File: src/rtl/irq_pkg.sv
`default_nettype none
// +----------------------------------------------------------------------+
// | irq_pkg : shared constants, dispatch-state type and one-hot decode   |
// | Rev 1.0                                                              |
// +----------------------------------------------------------------------+
package irq_pkg;

  localparam int NUM_SRC = 16;
  localparam int IDX_W   = 4;

  typedef enum logic [1:0] {
    ST_IDLE    = 2'd0,
    ST_ASSERT  = 2'd1,
    ST_SERVICE = 2'd2
  } disp_state_e;

  function automatic logic [NUM_SRC-1:0] idx_to_onehot(input logic [IDX_W-1:0] idx);
    logic [NUM_SRC-1:0] oh;
    oh      = '0;
    oh[idx] = 1'b1;
    return oh;
  endfunction

endpackage
`default_nettype wire

File: src/rtl/irq_ack_timer.sv
`default_nettype none
// +----------------------------------------------------------------------+
// | irq_ack_timer : saturating ack-wait counter with expiry flag         |
// | Rev 1.0                                                              |
// +----------------------------------------------------------------------+
module irq_ack_timer #(
  parameter int ACK_TIMEOUT = 200,
  parameter int TO_W        = 8
) (
  input  logic clk,
  input  logic reset_n,
  input  logic clr_i,
  input  logic en_i,
  output logic expired_o
);

  localparam logic [TO_W-1:0] C_LAST = TO_W'(ACK_TIMEOUT - 1);

  logic [TO_W-1:0] count_q;

  // Saturates at the last count so the expiry flag can never be skipped by a wrap.
  always_ff @(posedge clk or negedge reset_n) begin
    if (!reset_n) begin
      count_q <= '0;
    end else if (clr_i) begin
      count_q <= '0;
    end else if (en_i && (count_q != C_LAST)) begin
      count_q <= count_q + 1'b1;
    end
  end

  assign expired_o = (count_q == C_LAST);

endmodule
`default_nettype wire

File: src/rtl/irq_dispatch_handshake.sv
`default_nettype none
// +----------------------------------------------------------------------+
// | irq_dispatch_handshake : one-at-a-time IRQ delivery, ack/EOI         |
// | handshake, upstream clear pulse and ack timeout retry                |
// | Rev 1.0                                                              |
// +----------------------------------------------------------------------+
module irq_dispatch_handshake #(
  parameter int NUM_SRC     = irq_pkg::NUM_SRC,
  parameter int IDX_W       = irq_pkg::IDX_W,
  parameter int ACK_TIMEOUT = 200,
  parameter int TO_W        = 8
) (
  input  logic               clk,
  input  logic               reset_n,
  input  logic               enc_valid,
  input  logic [IDX_W-1:0]   enc_index,
  input  logic               cpu_ack,
  input  logic               cpu_eoi,
  output logic               cpu_irq,
  output logic [IDX_W-1:0]   cpu_vector,
  output logic [NUM_SRC-1:0] clear_onehot,
  output logic [NUM_SRC-1:0] in_service,
  output logic               busy,
  output logic               timeout_err
);

  import irq_pkg::*;

  disp_state_e        state_q;
  logic               cpu_irq_q;
  logic [IDX_W-1:0]   cpu_vector_q;
  logic [NUM_SRC-1:0] clear_onehot_q;
  logic [NUM_SRC-1:0] in_service_q;
  logic               busy_q;
  logic               timeout_err_q;

  logic               w_timer_clr;
  logic               w_timer_en;
  logic               w_timer_expired;

  // The counter only runs while a vector is waiting for ack; any other state holds it at zero.
  assign w_timer_clr = (state_q != ST_ASSERT);
  assign w_timer_en  = (state_q == ST_ASSERT);

  irq_ack_timer #(
    .ACK_TIMEOUT (ACK_TIMEOUT),
    .TO_W        (TO_W)
  ) u_ack_timer (
    .clk       (clk),
    .reset_n   (reset_n),
    .clr_i     (w_timer_clr),
    .en_i      (w_timer_en),
    .expired_o (w_timer_expired)
  );

  always_ff @(posedge clk or negedge reset_n) begin
    if (!reset_n) begin
      state_q        <= ST_IDLE;
      cpu_irq_q      <= 1'b0;
      cpu_vector_q   <= '0;
      clear_onehot_q <= '0;
      in_service_q   <= '0;
      busy_q         <= 1'b0;
      timeout_err_q  <= 1'b0;
    end else begin
      clear_onehot_q <= '0;
      timeout_err_q  <= 1'b0;
      case (state_q)
        ST_IDLE: begin
          if (enc_valid) begin
            cpu_vector_q <= enc_index;
            cpu_irq_q    <= 1'b1;
            busy_q       <= 1'b1;
            state_q      <= ST_ASSERT;
          end
        end
        ST_ASSERT: begin
          // Ack takes priority over expiry, so an ack on the last count still wins.
          if (cpu_ack) begin
            cpu_irq_q      <= 1'b0;
            clear_onehot_q <= idx_to_onehot(cpu_vector_q);
            in_service_q   <= idx_to_onehot(cpu_vector_q);
            state_q        <= ST_SERVICE;
          end else if (w_timer_expired) begin
            cpu_irq_q     <= 1'b0;
            timeout_err_q <= 1'b1;
            busy_q        <= 1'b0;
            state_q       <= ST_IDLE;
          end
        end
        ST_SERVICE: begin
          if (cpu_eoi) begin
            in_service_q <= '0;
            busy_q       <= 1'b0;
            state_q      <= ST_IDLE;
          end
        end
        default: begin
          cpu_irq_q    <= 1'b0;
          in_service_q <= '0;
          busy_q       <= 1'b0;
          state_q      <= ST_IDLE;
        end
      endcase
    end
  end

  assign cpu_irq      = cpu_irq_q;
  assign cpu_vector   = cpu_vector_q;
  assign clear_onehot = clear_onehot_q;
  assign in_service   = in_service_q;
  assign busy         = busy_q;
  assign timeout_err  = timeout_err_q;

endmodule
`default_nettype wire

File: config.mk
export PLATFORM = sky130hd
export DESIGN_NAME = irq_dispatch_handshake
export DESIGN_NICKNAME = d
export VERILOG_FILES = /design/src/rtl/irq_pkg.sv /design/src/rtl/irq_ack_timer.sv /design/src/rtl/irq_dispatch_handshake.sv
export SDC_FILE = /design/constraint.sdc
export NUM_CORES = 1
export LEC_CHECK = 0
export CORE_MARGIN = 8
export CORE_UTILIZATION = 52
export CTS_CLUSTER_SIZE = 16
export DETAILED_ROUTE_END_ITERATION = 6
export HOLD_SLACK_MARGIN = 0.1
export PLACE_DENSITY_LB_ADDON = 0.2
export SLEW_MARGIN = 20
export SYNTH_ARGS = -nofsm -noshare
export SYNTH_HDL_FRONTEND = slang
export SYNTH_HIERARCHICAL = 1
export SYNTH_SLANG_ARGS = --single-unit
File: constraint.sdc
create_clock -name clk -period 2.7 [get_ports clk]
set_input_delay 0.54 -clock clk [delete_from_list [all_inputs] [get_ports clk]]
set_output_delay 0.54 -clock clk [all_outputs]
set_load 0.05 [all_outputs]
Word level (Yosys, flattened, before mapping)

Cells that the tools add are included.
Widths: inputs -> output; s select.

$add $sub $neg: 1
$lt $le $gt $ge: 2
Eq/ne operators: 11
Muxes and demuxes: 24
Bitwise logic cells: 2
Reduce and logical (&&, ||, !) cells: 9

Operator list:

| cell                | count |
|---|---|
| $mux 16             | 4 |
| $pmux 16 s3         | 1 |
| $mux 8              | 2 |
| $ne 2x2->1 const B  | 5 |
| $mux 1              | 9 |
| $reduce_and 3->1    | 3 |
| $add 8x1->8 const B | 1 |
| $eq 8x8->1 const B  | 1 |
| $mux 2              | 4 |
| $ne 8x8->1 const B  | 1 |
| $pmux 1 s3          | 2 |
| $pmux 2 s3          | 1 |
| $lt 4x5->1 const B  | 1 |
| $demux 1 s4         | 1 |
| $ge 4x1->1 const B  | 1 |
| $reduce_and 4->1    | 1 |
| $ne 3x3->1 const B  | 1 |
| $eq 2x1->1 const B  | 1 |
| $eq 2x2->1 const B  | 1 |
| $logic_and 1x1->1   | 2 |
| $logic_not 2->1     | 1 |
| $ne 2x1->1 const B  | 1 |
| $not 1->1           | 2 |
| $reduce_and 2->1    | 1 |
| $reduce_bool 2->1   | 1 |

Flip-flop bits (word level): 49
Bits of input ports: 9
Output and inout bits: 39
Logic and storage cells: 57

Depth between registers and ports, before layout

Gate-level depths: netlist of the first run.

Depth after elaboration: 6
Mapped depth: 6
Depth with buffers taken out: 6

By module

Netlist of the first run, hierarchy kept.

Modules (own cells, without submodules):

| module                 | times used | cells an instance | area an instance (um^2) | sequential area each (um^2) |
|---|---|---|---|---|
| irq_dispatch_handshake | 1          | 108               | 1496.4                  | 1026.0 |
| irq_ack_timer          | 1          | 46                | 441.7                   | 200.2 |

Worst setup path before layout of the first run

No wires, ideal clock.

Path kind: register -> register
From: reg cpu_vector_q[1], in the netlist cpu_vector[1]
To: reg in_service_q[8], in the netlist in_service[8]
Setup time: 0.068 ns
Data arrival time: 1.507 ns
Data required time: 2.632 ns
Path slack: 1.125 ns
Cell stages (with the launch flop): 4
Path buffers: 0
Cell sequence: dfrtp_1 -> or4b_4 -> nor3b_2 -> mux2_1

Cells in the longest elaborated chain, start to end: 6

RTL lines:

| item                                                           | line                         | RTL |
|---|---|---|
| from (decl)                                                    | irq_dispatch_handshake.sv:31 | `logic [IDX_W-1:0] cpu_vector_q;` |
| from (signal assigned)                                         | irq_dispatch_handshake.sv:71 | `cpu_vector_q <= enc_index;` |
| $lt 4x5->1 (implied by the code) or $ge 4x1->1 (tied branches) | irq_pkg.sv:20                | `oh[idx] = 1'b1;` |
| $logic_and 1x1->1 (implied by the code)                        | irq_pkg.sv:20                |  |
| $mux 1 (implied by the code)                                   | irq_pkg.sv:20                |  |
| $demux 1 s4 *                                                  | irq_pkg.sv:20                |  |
| $mux 16 *                                                      | irq_dispatch_handshake.sv:79 | `if (cpu_ack) begin` |
| $pmux 16 s3 *                                                  | irq_dispatch_handshake.sv:68 | `case (state_q)` |
| to (signal assigned)                                           | irq_dispatch_handshake.sv:82 | `in_service_q <= idx_to_onehot(cpu_vector_q);` |
| to (decl)                                                      | irq_dispatch_handshake.sv:33 | `logic [NUM_SRC-1:0] in_service_q;` |

Mark *: on every way between the ends. The rest lies on a longest branch, timed or not. The select of a mux whose other input is x is not followed.
A chain may end at the register's enable or synchronous reset.

Final worst setup path of the first run

From: reg cpu_vector_q[2], in the netlist cpu_vector[2]
To: out cpu_vector[2]

RTL lines:

| item      | line                         | RTL |
|---|---|---|
| to (decl) | irq_dispatch_handshake.sv:20 | `output logic [IDX_W-1:0] cpu_vector,` |

No word-level cell between the ends.

==> results.yml, run 1 <==
run_status:
  outcome: "complete, no violations"
global_routing:
  grt_start_max_net_pins: 50
  grt_pass1_wl_um: 7060
  grtUsageTotal_pct: 14.6
  grt_overflow: 0
  met1_usage_pct: 16.2
  antenna_found_initial: 0
  met3_usage_pct: 5.24
  busiest_layer: "met2"
  grt_pass1_vias: 1423
  use_met2_pct: 25.2
clocking:
  cts_resized: 0
  clkSlewWorstSetupHoldPaths_ps: 80
  root_buffer: "clkbuf_8"
  clockBufferDepth: 2
  cts.sink_count: 49
  cts_buffers: 5
  cts_hold_buf: 0
  post_cts_buffers: 0
  tritoncts: "built"
  insertion_delay_ps: 290
  h-tree-depth: 2
floorplanning:
  fp.dieArea_um2: 5940
  core-area_um2: 3630
  rows: 22
  die_x_um: 77.1
  die_h_um: 77.1
  start_util_pct: 53.3
  pin_count: 48
worst_setup_path:
  cp.arrival_ps: 1620
  cp_num_buf_inv: 1
  crit_type: "flop to output pin"
  slowest_delay_ps: 850
  start_kind: "flop"
  path_delay_family: "buffers and inverters"
  path_max_fanout: 7
  worst_path_max_delay_cell: "clkdlybuf4s50_1"
  cp_data_required_time_ps: 2160
  critPathCaptureType: "output pin"
  cp_cell_sequence: "clkdlybuf4s50_1"
yosys:
  synthArstFlopShare_pct: 100
  synth_warnings: 6
  yosys_most_used_dff: "dfrtp_1"
  postSynthCellCount: 154
  synth_edf_count: 0
  synth.avg_cell_area_um2: 12.6
  synthesis.area_um2: 1940
  synth.net_count: 164
  ys_ff_latch: 49
  seq_area_frac_synth_pct: 63.3
  synth_cell_type_count: 38
detailed_routing:
  post-route-drc-count: 0
  vias_per_cell: 5.31
  ant_nets: 0
  drt-initial-drc-count: 74
  num_vias: 1337
  first_pass_iters: 4
  routed_wl_um: 4100
  wl_per_cell_um: 16.3
power:
  p_comb_share_pct: 41.9
  internal-power_w: 0.00142
  power_leakage_nw: 1.20
  seqPwrFrac_pct: 41.4
  ir_worst_vdd_uv: 385
  powerDensity_nw_per_um2: 968
  power_switching_w: 0.00101
  pwr-share-clk_pct: 16.7
  p_sw_share_pct: 41.6
placed_design:
  portBuffers: 47
  dp.cells: 244
  place_ws_ps: 556
  dp_hpwl_um: 3070
  gp_congestion: 0.767
sta:
  setup_viol: 0
  tightest_slew_ps: 594
  clock.fmax_mhz: 464
  clock-skew-final_ps: 3.62
  tns_ps: 0
  hold_violations: 0
  relSlewSlack_pct: 60.4
  fin_ws_ps: 545
  slew_violations: 0
  rsz0062_at_grt: "no"
  finalCritPeriodShare_pct: 79.8
  min_period_ps: 2160
layout:
  antenna_cells: 0
  fin_nets: 213
  syn_to_final_growth_pct: 29.7
  layout.cells.non_filler: 252
  layout-drive-gt1-share_pct: 9.80
flow_run:
  max-cap-violations: 0
worst_hold_path:
  hold_class: "primary input to asynchronous set/reset pin"
-- cells in the final DEF (no fill, tap or decap), types with 2 or more instances in the layout --
cell type	netlist	routed
dfrtp_1	49	49
clkdlybuf4s50_1	0	46
nor2_1	21	21
a21o_1	15	15
a21oi_1	8	8
clkbuf_8	0	5
inv_1	4	4
mux2_2	4	4
nand2_1	4	4
nand2b_1	3	3
nand3_1	3	3
nor3_1	3	3
o21ai_0	3	3
or3_1	3	3
nand4_1	3	3
nand3b_1	2	2
nand4bb_1	2	2
nor2b_1	2	2
mux2i_1	2	2
clkbuf_1	0	2
-- kinds of logic after synthesis --
| group | Yosys count | synth area share, % |
|---|---|---|
| xor+xnor | 1 | 0.452 |
| buf+inv | 9 | 2.65 |
| simple gates | 54 | 16.5 |
| fa+ha+maj | 1 | 0.645 |
| compound gates | 32 | 11.8 |
| mux | 8 | 4.71 |
| flops | 49 | 63.3 |
-- power by group through the flow --
stage / clock (W) / sequential [W] / combinational, W
final: 0.000407 / 0.00101 / 0.00102
after global routing: 0.000448 / 0.00104 / 0.00108
after CTS: 0.000423 / 0.00101 / 0.00103
after detailed placement: 0 / 0.00102 / 0.00103
after global placement: 0 / 0.00101 / 0.00101
after floorplan: 0 / 0.00135 / 0.000387
-- flip-flops by register name (all words and copies together) (netlist names) --
register,flops
cpu_vector,4
busy,1
in_service,16
state_q,2
cpu_irq,1
timeout_err,1
u_ack_timer/count_q,8
clear_onehot,16
-- area by class of cell --
type / count / area (um^2)
flip-flops and latches: 49 / 1230
fillers: 289 / 1120
multi-input cells: 96 / 661
repair buffers: 47 / 468
clock buffers: 7 / 76.3
well taps: 48 / 60.1
inverters: 4 / 15.0
clock inverters: 1 / 7.51
-- Yosys cell counts, types with 2 or more instances --
cell type / instances / area [um^2]
a21o_1: 15 / 113
a21oi_1: 8 / 40.0
buf_2: 2 / 10.0
buf_6: 2 / 22.5
dfrtp_1: 49 / 1230
inv_1: 4 / 15.0
mux2_2: 4 / 45.0
mux2i_1: 2 / 20.0
nand2_1: 4 / 15.0
nand2b_1: 3 / 18.8
nand3_1: 3 / 15.0
nand3b_1: 2 / 15.0
nand4_1: 3 / 18.8
nand4bb_1: 2 / 22.5
nor2_1: 21 / 78.8
nor2b_1: 2 / 12.5
nor3_1: 3 / 15.0
o21ai_0: 3 / 15.0
or3_1: 3 / 18.8
-- layer usage --
layer  routed length [um]  part of all wire [%]
met1                 1650                    40
met2                 2150                    52
met3                  252                   6.2
met4                   49                   1.2
met5                    0                     0
-- stage by stage --
| step | cell area [um^2] | hold slack [ps] | utilization [%] | power (W) |
|---|---|---|---|---|
| global placement | 2430 | 459 | 66.8 | 0.00202 |
| finish | 2510 | 242 | 69.2 | 0.00243 |
| floorplan | 1940 | 244 | - | 0.00174 |
| CTS | 2510 | 458 | 69.1 | 0.00246 |
| global route | 2510 | 285 | 69.2 | 0.00256 |
| detailed placement | 2430 | 466 | 66.8 | 0.00205 |
-- final timing paths --
check                         startpoint                      to  slack (ps)  depth (start not counted)
min in group clk           in_service[9]           in_service[9]         480                          1
setup reg to reg              state_q[1]  u_ack_timer/count_q[7]         710                          5
hold / removal                   reset_n        clear_onehot[13]         240                          1
hold reg to reg            in_service[9]           in_service[9]         480                          1
max in group asynchronous        reset_n  u_ack_timer/count_q[1]        2050                          1
setup / recovery           cpu_vector[2]           cpu_vector[2]         540                          1
(Power assumes the default switching activity.)
==> inputs of run 2 (changes only) <==
--- a/config.mk
+++ b/config.mk
@@ -6,7 +6,7 @@
 export NUM_CORES = 1
 export LEC_CHECK = 0
 export CORE_MARGIN = 8
-export CORE_UTILIZATION = 52
+export CORE_UTILIZATION = 48
 export CTS_CLUSTER_SIZE = 16
 export DETAILED_ROUTE_END_ITERATION = 6
 export HOLD_SLACK_MARGIN = 0.1
==> constraint.sdc (replaced) <==
create_clock -name clk -period 2.12 [get_ports clk]
set_input_delay 0.424 -clock clk [delete_from_list [all_inputs] [get_ports clk]]
set_output_delay 0.424 -clock clk [all_outputs]
set_load 0.05 [all_outputs]
==> results.yml, run 2 (synthesis results as in run 1) <==
placed_design:
  dp.cells: 251
  gp_congestion: 0.748
  dp_hpwl_um: 3100
  portBuffers: 47
  place_ws_ps: 241
floorplanning:
  pin_count: 48
  start_util_pct: 49.2
  rows: 23
  core-area_um2: 3940
  die_x_um: 79.5
  fp.dieArea_um2: 6330
  die_h_um: 79.5
sta:
  fin_ws_ps: 86.4
  setup_viol: 0
  tns_ps: 0
  slew_violations: 0
  rsz0062_at_grt: "no"
  clock.fmax_mhz: 492
  hold_violations: 0
  finalCritPeriodShare_pct: 95.9
  hold_slack_ps: 93.8
  tightest_slew_ps: 527
  min_period_ps: 2030
  relSlewSlack_pct: 64.7
  clock-skew-final_ps: 2.92
worst_setup_path:
  crit_cells: 1
  critPathCaptureType: "output pin"
  start_kind: "flop"
  cp.arrival_ps: 1610
  r2r_slack_ps: 440
  reg2reg_from: "state_q[0]"
  reg2reg_depth: 5
  cp_cell_sequence: "clkdlybuf4s50_1"
  worst_path_max_delay_cell: "clkdlybuf4s50_1"
  path_max_fanout: 7
  path_delay_family: "buffers and inverters"
  slowest_delay_ps: 840
  crit_type: "flop to output pin"
  cp_data_required_time_ps: 1700
  cp_num_buf_inv: 1
  rr_endpoint: "u_ack_timer/count_q[7]"
layout:
  fin_nets: 218
  antenna_cells: 0
  layout.cells.non_filler: 259
  syn_to_final_growth_pct: 33.0
  final_cell_mix: "dfrtp_1, clkdlybuf4s50_1, nor2_1"
  layout-drive-gt1-share_pct: 12.9
  layout.cells.most_common: "dfrtp_1"
clocking:
  cts_buffers: 5
  clkSlewWorstSetupHoldPaths_ps: 90
  clockBufferDepth: 2
  cts_resized: 0
  h-tree-depth: 2
  tritoncts: "built"
  insertion_delay_ps: 300
  cts_hold_buf: 0
  post_cts_buffers: 0
  root_buffer: "clkbuf_8"
  cts.sink_count: 49
global_routing:
  grt_start_max_net_pins: 50
  grtUsageTotal_pct: 13.8
  grt_overflow: 0
  antenna_found_initial: 0
  grt_pass1_vias: 1388
  grt_pass1_wl_um: 6940
detailed_routing:
  drt-initial-drc-count: 110
  wl_per_cell_um: 15.7
  post-route-drc-count: 0
  num_vias: 1356
  vias_per_cell: 5.24
  first_pass_iters: 4
  ant_nets: 0
  routed_wl_um: 4070
power:
  power_leakage_nw: 1.24
  ir_worst_vdd_uv: 715
  powerDensity_nw_per_um2: 1250
  power_w: 0.00321
flow_run:
  max-cap-violations: 0
worst_hold_path:
  hold_class: "primary input to asynchronous set/reset pin"
run_status:
  outcome: "complete, no violations"
==> run 2: layout make-up <==
type | count | area [um^2]
Fill cell | 314 | 1370
Sequential cell | 49 | 1230
Multi-Input combinational cell | 96 | 661
Timing Repair Buffer | 52 | 518
Clock buffer | 5 | 68.8
Tap cell | 50 | 62.6
Clock inverter | 3 | 26.3
Inverter | 4 | 15.0
==> run 2: worst max path at each step <==
| stage | startpoint | endpoint | slack, ps |
|---|---|---|---|
| final | cpu_vector[3] | cpu_vector[3] | 90 |
| after global routing | cpu_vector[3] | cpu_vector[3] | 30 |
| after CTS | cpu_vector[2] | cpu_vector[2] | 20 |
| after detailed placement | cpu_ack | in_service[3] | 240 |
| after global placement | cpu_ack | in_service[3] | 290 |
| after floorplan | cpu_vector[1] | in_service[8] | 550 |
==> run 2: per-stage QoR <==
step | cell area (um^2) | utilization, %
detailed placement | 2480 | 62.9
global route | 2580 | 65.4
floorplan | 1940 | -
finish | 2580 | 65.4
global placement | 2480 | 62.9
CTS | 2570 | 65.3
==> run 2: worst register-to-register path: cells and delay by family, from the launching register on <==
kind	cells	cell delay [ps]
AOI/OAI and AO/OA	1	150
DFF	1	570
buffers and inverters	1	150
and+or+nand+nor	3	740
==> run 2: power breakdown <==
part,switching [W],total [W],internal [W]
Sequential,0.000171,0.00127,0.00110
Combinational,0.000852,0.00138,0.000526
Clock,0.000323,0.000563,0.000240
Total,0.00135,0.00321,0.00186
==> run 2: routing by layer <==
metal | vias to the layer above | global-route usage [%] | routed length, um
li1 | 643 | - | -
met1 | 672 | 16.2 | 1620
met2 | 35 | 22.7 | 2110
met3 | 6 | 4.28 | 303
met4 | 0 | 5.93 | 38
met5 | - | 0 | 0
==> inputs of run 3 (changes only) <==
--- a/config.mk
+++ b/config.mk
@@ -5,8 +5,11 @@
 export SDC_FILE = /design/constraint.sdc
 export NUM_CORES = 1
 export LEC_CHECK = 0
+export ABC_CLOCK_PERIOD_IN_PS = 2120
+export CELL_PAD_IN_SITES_DETAIL_PLACEMENT = 0
+export CELL_PAD_IN_SITES_GLOBAL_PLACEMENT = 1
 export CORE_MARGIN = 8
-export CORE_UTILIZATION = 48
+export CORE_UTILIZATION = 38
 export CTS_CLUSTER_SIZE = 16
 export DETAILED_ROUTE_END_ITERATION = 6
 export HOLD_SLACK_MARGIN = 0.1
==> results.yml, run 3 (synthesis results as in run 1) <==
power:
  pwr-share-clk_pct: 20.2
  p_sw_share_pct: 39.5
  p_comb_share_pct: 41.5
  seqPwrFrac_pct: 38.4
  ir_worst_vdd_uv: 607
  powerDensity_nw_per_um2: 1260
  internal-power_w: 0.00200
  power_switching_w: 0.00130
  power_w: 0.00330
  power_leakage_nw: 1.26
sta:
  min_period_ps: 2050
  fin_ws_ps: 70.2
  tns_ps: 0
  relSlewSlack_pct: 59.5
  tightest_slew_ps: 607
  clock-skew-final_ps: 5.25
  clock.fmax_mhz: 488
  hold_violations: 0
  rsz0062_at_grt: "no"
  slew_violations: 0
  setup_viol: 0
  finalCritPeriodShare_pct: 96.7
global_routing:
  grt_start_max_net_pins: 26
  grt_pass1_vias: 1429
  grt_overflow: 0
  antenna_found_initial: 0
  grt_pass1_wl_um: 7110
  grtUsageTotal_pct: 12.1
clocking:
  cts_hold_buf: 0
  clkSlewWorstSetupHoldPaths_ps: 80
  h-tree-depth: 2
  cts_buffers: 5
  cts.sink_count: 49
  insertion_delay_ps: 290
  clockBufferDepth: 2
  root_buffer: "clkbuf_8"
  tritoncts: "built"
run_status:
  outcome: "complete, no violations"
worst_setup_path:
  crit_type: "flop to output pin"
  reg2reg_depth: 5
  cp_num_buf_inv: 1
  critPathLaunch: "cpu_vector[2]"
  cp.arrival_ps: 1630
  critPathCaptureType: "output pin"
  rr_endpoint: "u_ack_timer/count_q[7]"
  path_delay_family: "buffers and inverters"
  cp_cell_sequence: "clkdlybuf4s50_1"
  cp_data_required_time_ps: 1700
  path_max_fanout: 7
  slowest_delay_ps: 860
  start_kind: "flop"
  worst_path_max_delay_cell: "clkdlybuf4s50_1"
  reg2reg_from: "state_q[0]"
  r2r_slack_ps: 460
detailed_routing:
  drt-initial-drc-count: 57
  post-route-drc-count: 0
  num_vias: 1356
  first_pass_iters: 4
  ant_nets: 0
  wl_per_cell_um: 15.2
  vias_per_cell: 4.86
  routed_wl_um: 4230
placed_design:
  dp_hpwl_um: 3200
  portBuffers: 47
  gp_congestion: 0.807
  place_ws_ps: 294
  dp.cells: 271
layout:
  antenna_cells: 0
  layout.cells.non_filler: 279
  layout-drive-gt1-share_pct: 12.4
  layout.cells.most_common: "dfrtp_1"
  fin_nets: 218
  final_cell_mix: "dfrtp_1, clkdlybuf4s50_1, nor2_1"
  syn_to_final_growth_pct: 35.4
floorplanning:
  die_x_um: 87.4
  start_util_pct: 38.7
  rows: 26
  core-area_um2: 5010
  die_h_um: 87.4
  fp.dieArea_um2: 7640
  pin_count: 48
flow_run:
  max-cap-violations: 0
worst_hold_path:
  hold_class: "primary input to asynchronous set/reset pin"
run 3: power by group through the flow:
stage          Combinational (W)  Clock [W]  Sequential [W]
2_1_floorplan           0.000492          0         0.00172
3_3_place_gp             0.00137          0         0.00128
3_5_place_dp             0.00139          0         0.00129
4_1_cts                  0.00139   0.000696         0.00127
5_1_grt                  0.00145   0.000735         0.00130
6_report                 0.00137   0.000666         0.00127
run 3: worst max path at each step:
| stage | to | slack (ps) | cells past startpoint |
|---|---|---|---|
| after detailed placement | cpu_vector[1] | 290 | 4 |
| after CTS | cpu_vector[2] | 40 | 1 |
| after floorplan | in_service[8] | 550 | 3 |
| after global placement | cpu_vector[2] | 320 | 4 |
| after global routing | cpu_vector[2] | 3 | 1 |
| final | cpu_vector[2] | 70 | 1 |
run 3: metrics by stage:
step	utilization [%]	cell area [um^2]	hold WS, ps
floorplan	-	1940	128
global placement	50.0	2500	459
detailed placement	50.0	2500	465
CTS	52.3	2620	147
global route	52.4	2620	163
finish	52.4	2620	137
run 3: cell type report:
class	count	area [um^2]
flip-flops and latches	49	1230
fillers	475	2390
clock inverters	1	30.0
clock buffers	7	86.3
inverters	4	15.0
multi-input cells	96	661
well taps	70	87.6
repair buffers	52	518
run 3: routing by layer:
metal  part of all wire (%)  vias up  track usage, %
li1                       -      647               -
met1                     43      671            14.0
met2                     50       34            20.2
met3                    6.4        4            4.06
met4                   0.69        0            4.22
met5                      0        -               0
run 3: what timing repair did:
action / in CTS / in global routing
endpoints found under the hold margin: 0 / 0
endpoints found under the setup margin: 0 / 1
buffers inserted: 0 / 0
resized for setup: 0 / 1
